## src/rtl/fnd_scan_ctrl.sv

```systemverilog
// fnd_scan_ctrl: 4-digit common-anode FND scan controller with dead-time blanking between digits.
// Optional leading-zero blanking of digits 3..1 is enabled by defining FND_LZB_EN.
module fnd_scan_ctrl #(
  parameter int unsigned CLK_HZ    = 100_000_000,
  parameter int unsigned SCAN_HZ   = 1000,
  parameter int unsigned BLANK_CYC = 16
) (
  input  logic        clk,
  input  logic        rst_n,
  input  logic [15:0] bcd_data,
  input  logic [3:0]  dp_en,
  input  logic        blank,
  output logic [3:0]  fnd_com,
  output logic [7:0]  fnd_data
);

  localparam int unsigned DIV = CLK_HZ / SCAN_HZ;
  localparam int unsigned CW  = (DIV > 1) ? $clog2(DIV) : 1;
  localparam logic [CW-1:0] CntMax   = CW'(DIV - 1);
  localparam logic [CW-1:0] CntBlank = CW'(BLANK_CYC);

  logic [CW-1:0] cnt_q, cnt_d;
  logic [1:0]    idx_q, idx_d;
  logic [19:0]   shadow_q, shadow_d;
  logic [3:0]    com_q, com_d;
  logic [7:0]    seg_q, seg_d;

  logic          tick;
  logic [15:0]   bcd_sh;
  logic [3:0]    dp_sh;
  logic [3:0]    digit;
  logic [7:0]    glyph;
  logic          lz_blank;

  assign tick   = (cnt_q == CntMax);
  assign bcd_sh = shadow_q[15:0];
  assign dp_sh  = shadow_q[19:16];
  assign digit  = bcd_sh[{idx_q, 2'b00} +: 4];

  // Shadow only reloads on the 3->0 wrap so a frame never mixes old and new digits.
  always_comb begin
    cnt_d    = tick ? '0 : cnt_q + 1'b1;
    idx_d    = tick ? idx_q + 2'd1 : idx_q;
    shadow_d = (tick && (idx_q == 2'd3)) ? {dp_en, bcd_data} : shadow_q;
  end

  always_comb begin
    unique case (digit)
      4'd0:    glyph = 8'hC0;
      4'd1:    glyph = 8'hF9;
      4'd2:    glyph = 8'hA4;
      4'd3:    glyph = 8'hB0;
      4'd4:    glyph = 8'h99;
      4'd5:    glyph = 8'h92;
      4'd6:    glyph = 8'h82;
      4'd7:    glyph = 8'hF8;
      4'd8:    glyph = 8'h80;
      4'd9:    glyph = 8'h90;
      default: glyph = 8'hBF;
    endcase
  end

`ifdef FND_LZB_EN
  // A digit is a leading zero when it and every digit above it are zero; digit 0 always shows.
  always_comb begin
    unique case (idx_q)
      2'd3:    lz_blank = (bcd_sh[15:12] == 4'd0);
      2'd2:    lz_blank = (bcd_sh[15:8] == 8'd0);
      2'd1:    lz_blank = (bcd_sh[15:4] == 12'd0);
      default: lz_blank = 1'b0;
    endcase
  end
`else
  assign lz_blank = 1'b0;
`endif

  always_comb begin
    seg_d = lz_blank ? 8'hFF : glyph;
    if (dp_sh[idx_q]) begin
      seg_d[7] = 1'b0;
    end
    com_d = (blank || (cnt_q < CntBlank)) ? 4'hF : ~(4'b0001 << idx_q);
  end

  always_ff @(posedge clk) begin
    if (!rst_n) begin
      cnt_q    <= '0;
      idx_q    <= 2'd0;
      shadow_q <= 20'd0;
      com_q    <= 4'hF;
      seg_q    <= 8'hFF;
    end else begin
      cnt_q    <= cnt_d;
      idx_q    <= idx_d;
      shadow_q <= shadow_d;
      com_q    <= com_d;
      seg_q    <= seg_d;
    end
  end

  assign fnd_com  = com_q;
  assign fnd_data = seg_q;

endmodule

```

## config.mk

```make
export PLATFORM = sky130hd
export DESIGN_NAME = fnd_scan_ctrl
export DESIGN_NICKNAME = d
export VERILOG_FILES = /design/src/rtl/fnd_scan_ctrl.sv
export SDC_FILE = /design/constraint.sdc
export NUM_CORES = 1
export LEC_CHECK = 0
export CORE_ASPECT_RATIO = 1.25
export CORE_UTILIZATION = 40
export CTS_CLUSTER_DIAMETER = 60
export DETAILED_ROUTE_END_ITERATION = 10
export HOLD_SLACK_MARGIN = 0.05
export PLACE_DENSITY_LB_ADDON = 0.2
export SETUP_SLACK_MARGIN = 0.5
export SLEW_MARGIN = 20
export SYNTH_ARGS = -nofsm -noshare
export SYNTH_HDL_FRONTEND = slang
export SYNTH_SLANG_ARGS = --single-unit
```

## constraint.sdc

```tcl
create_clock -name clk -period 3.3 [get_ports clk]
set_clock_uncertainty 0.2 [all_clocks]
set_input_delay 0.495 -clock clk [delete_from_list [all_inputs] [get_ports clk]]
set_output_delay 0.495 -clock clk [all_outputs]
set_load 0.05 [all_outputs]
```

==> impl_results.md <==
* Status: finished, final reports clean
* Share of layout cells above drive strength 1 at roughly 11%
* Worst-path fanout max at 9
* Gpl congestion at slightly below 0.8
* Hold Path Class: flip-flop to flip-flop
* Worst path required time at about 3.3 ns
* Top Ports at 35
* Worst EP arrival at between 2 and 2.5 ns
* Crit-path most repeated cell: inv_1
* Mux cell area share after synthesis at between 5 and 6%
* Yosys warning count at 0
* CTS hold repair buffers at 0
* VDD IR max at ~0.2 mV
* First-pass GRT wire length at approximately 9000 um
* Reg2reg setup slack at between 0.8 and 0.9 ns
* Starting Density at between 40% and 50%
* Slew Viols, Final at 0
* Placed inst area at between 2000 and 3000 um^2
* Simple-gate portion of the synthesized area at about 18%
* Via count at approximately 1900
* Placed Instances at 333
* Die Y at between 80 and 90 um
* H-tree level count at 2
* Largest net degree at the start of global routing at 24
* PnR worst setup slack at roughly 0.83 ns
* Area share of fa/ha/maj cells after synthesis at between 5 and 6%
* Total of max-cap violations at 0
* Leak at between 0.0009 and 0.001 uW
* Delay-heaviest family, CP: multiplexers
* Vias in the first global route at about 1800
* Pre-CTS WS at about 0.82 ns
* Yosys reg bits at ~50
* Area Growth Syn to Fin at 17.5%
* Total Routing Usage GR at between 15 and 20%
* DRT antenna net count at 0
* DR vias/cell at 5.50
* Final Hold Fails at 0
* P per Cell Area at 368 nW/um^2
* Critical Path Slowest Stage Cell: dfxtp_1
* Main synth FF type: dfxtp_1
* Non-Filler Instances at around 340
* Final Critical Period at 2.47 ns
* Number of buffers created by CTS at 5
* Worst-path clk slew at ~0.090 ns
* Largest family of logic cells by synthesized area: simple AND/OR/NAND/NOR gates
* Synth async-reset ratio at 0%
* Mapped Avg Cell Area at around 9.7 um^2
* CTS tree: done
* Antenna fix cells at 0
* Most frequent cells in the layout: dfxtp_1 (51), clkdlybuf4s50_1 (34), nand4_1 (26), a21oi_1 (23), nor2_1 (18)
* Post-Syn Area at between 2000 and 2500 um^2
* Fin area at 2840 um^2
* Routed wire length at 5160 um
* Fmax at around 0.41 GHz
* Number of port buffers at 34
* Clock root buffer: clkbuf_8
* Synth Area in Compound Gates at between 10% and 20%
* Startpoint types: flip-flop
* Resize count post-CTS at 0
* Tcrit/Tclk final at between 70% and 80%
* Yosys cell types at 36
* Sequential fraction of the synthesis area at 42.3%
* Antenna violations before repair at 0
* Critical path type: flip-flop to flip-flop
* Initial drt markers at 155
* Post-synthesis xor/xnor area fraction at under 10%
* Number of flops mapped to enable cells by yosys at 0
* Worst-margin pin slew at just over 0.8 ns
* DRC violations left at 0
* Total die area at around 6400 um^2
* WL per Instance at about 15 um
* Die width at just over 70 um
* Mapped Cells at around 250
* Cells along the critical path: mux4_2, inv_1, ha_1, inv_1, mux2_1, mux2i_1, nand2_1
* Setup violations, final at 0
* Grt ovf at 0
* Syn nets at around 280
* Final HPWL DP at approximately 3600 um
* RSZ-0062 raised after global routing: no
* Slowest stage delay, CP at between 0.6 and 0.7 ns
* # clock sinks at between 50 and 60
* Setup crit end kind: flip-flop
* FP Rows at 31
* Total core area at approximately 5800 um^2
* Setup TNS after final layout at 0 ns
* Fin nets at between 300 and 400
* Setup Buffers After CTS at 0
* Fillers at roughly 550
* Clock Latency Late Sink at 0.30 ns
* Max-slew headroom at between 40% and 50%
* Maximum buffer depth of the clock tree at 2
* Commonest non-fill, non-tap cell in the layout: dfxtp_1
* CP Buf/Inv Count at 2
* Initial DRT Pass Iterations at 4
-- synth_stat cells, drive strengths merged (9+ instances only) --
master  count  share of area, %
o31ai      20               8.3
xor2       10               3.6
nor2       19               3.1
inv        10               1.6
clkbuf      9               1.4
buf        11               3.3
ha         10               5.2
nand2      10               1.6
nand4      26               6.7
a21oi      23               4.8
o21ai      10               2.5
dfxtp      51                42
-- final cells by class --
type	count	area (um^2)	area share, %
inverters	10	37.5	1.32
flip-flops and latches	51	1020	36.0
clock buffers	7	76.3	2.69
well taps	66	82.6	2.91
multi-input cells	168	1240	43.8
repair buffers	38	370	13.1
clock inverters	1	5.00	0.176
-- flip-flops by register name, indices dropped and copies added (netlist names) --
register / cells
idx_q: 2
shadow_q: 20
fnd_com: 4
cnt_q: 17
fnd_data: 8
-- routing by layer --
metal  wire [um]  vias to the layer above  global-route usage, %
met5           0                        -                      0
met2        2700                       26                   33.2
li1            -                      951                      -
met3         171                        6                   4.33
met1        2220                      893                   20.6
met4          66                        0                   5.35
-- final timing paths --
kind,start,end,cells after the start
setup / recovery,idx_q[0]$_SDFFE_PN0P_,fnd_data[4]$_SDFF_PN1_,7
hold / removal,cnt_q[0]$_SDFF_PP0_,cnt_q[0]$_SDFF_PP0_,1
setup reg to reg,idx_q[0]$_SDFFE_PN0P_,fnd_data[4]$_SDFF_PN1_,7
hold reg to reg,cnt_q[0]$_SDFF_PP0_,cnt_q[0]$_SDFF_PP0_,1
-- stage by stage --
| step | util, % | power (uW) | hold slack [ns] |
|---|---|---|---|
| finish | 48.8 | 1040 | 0.274 |
| global route | 48.8 | 1090 | 0.291 |
| CTS | 48.8 | 1060 | 0.273 |
| detailed placement | 47.4 | 709 | 0.254 |
| global placement | 47.4 | 709 | 0.241 |
| floorplan | - | 669 | 0.226 |
-- cell families (layout without fill, tap and decap cells) --
logic type | Yosys count | in the layout
buffers and inverters | 30 | 56
AOI/OAI and AO/OA | 58 | 58
and+or+nand+nor | 79 | 79
DFF | 51 | 51
xor gates and xnor gates | 13 | 13
muxes | 8 | 8
adders and majority gates | 10 | 10
-- power by group --
group          switching [uW]  leakage (uW)  total (uW)  internal [uW]
combinational            34.1      0.000499        68.9           34.8
clock                     199     0.0000422         348            149
sequential               3.56      0.000414         625            622
No activity file was read; power rests on OpenSTA's default activity.
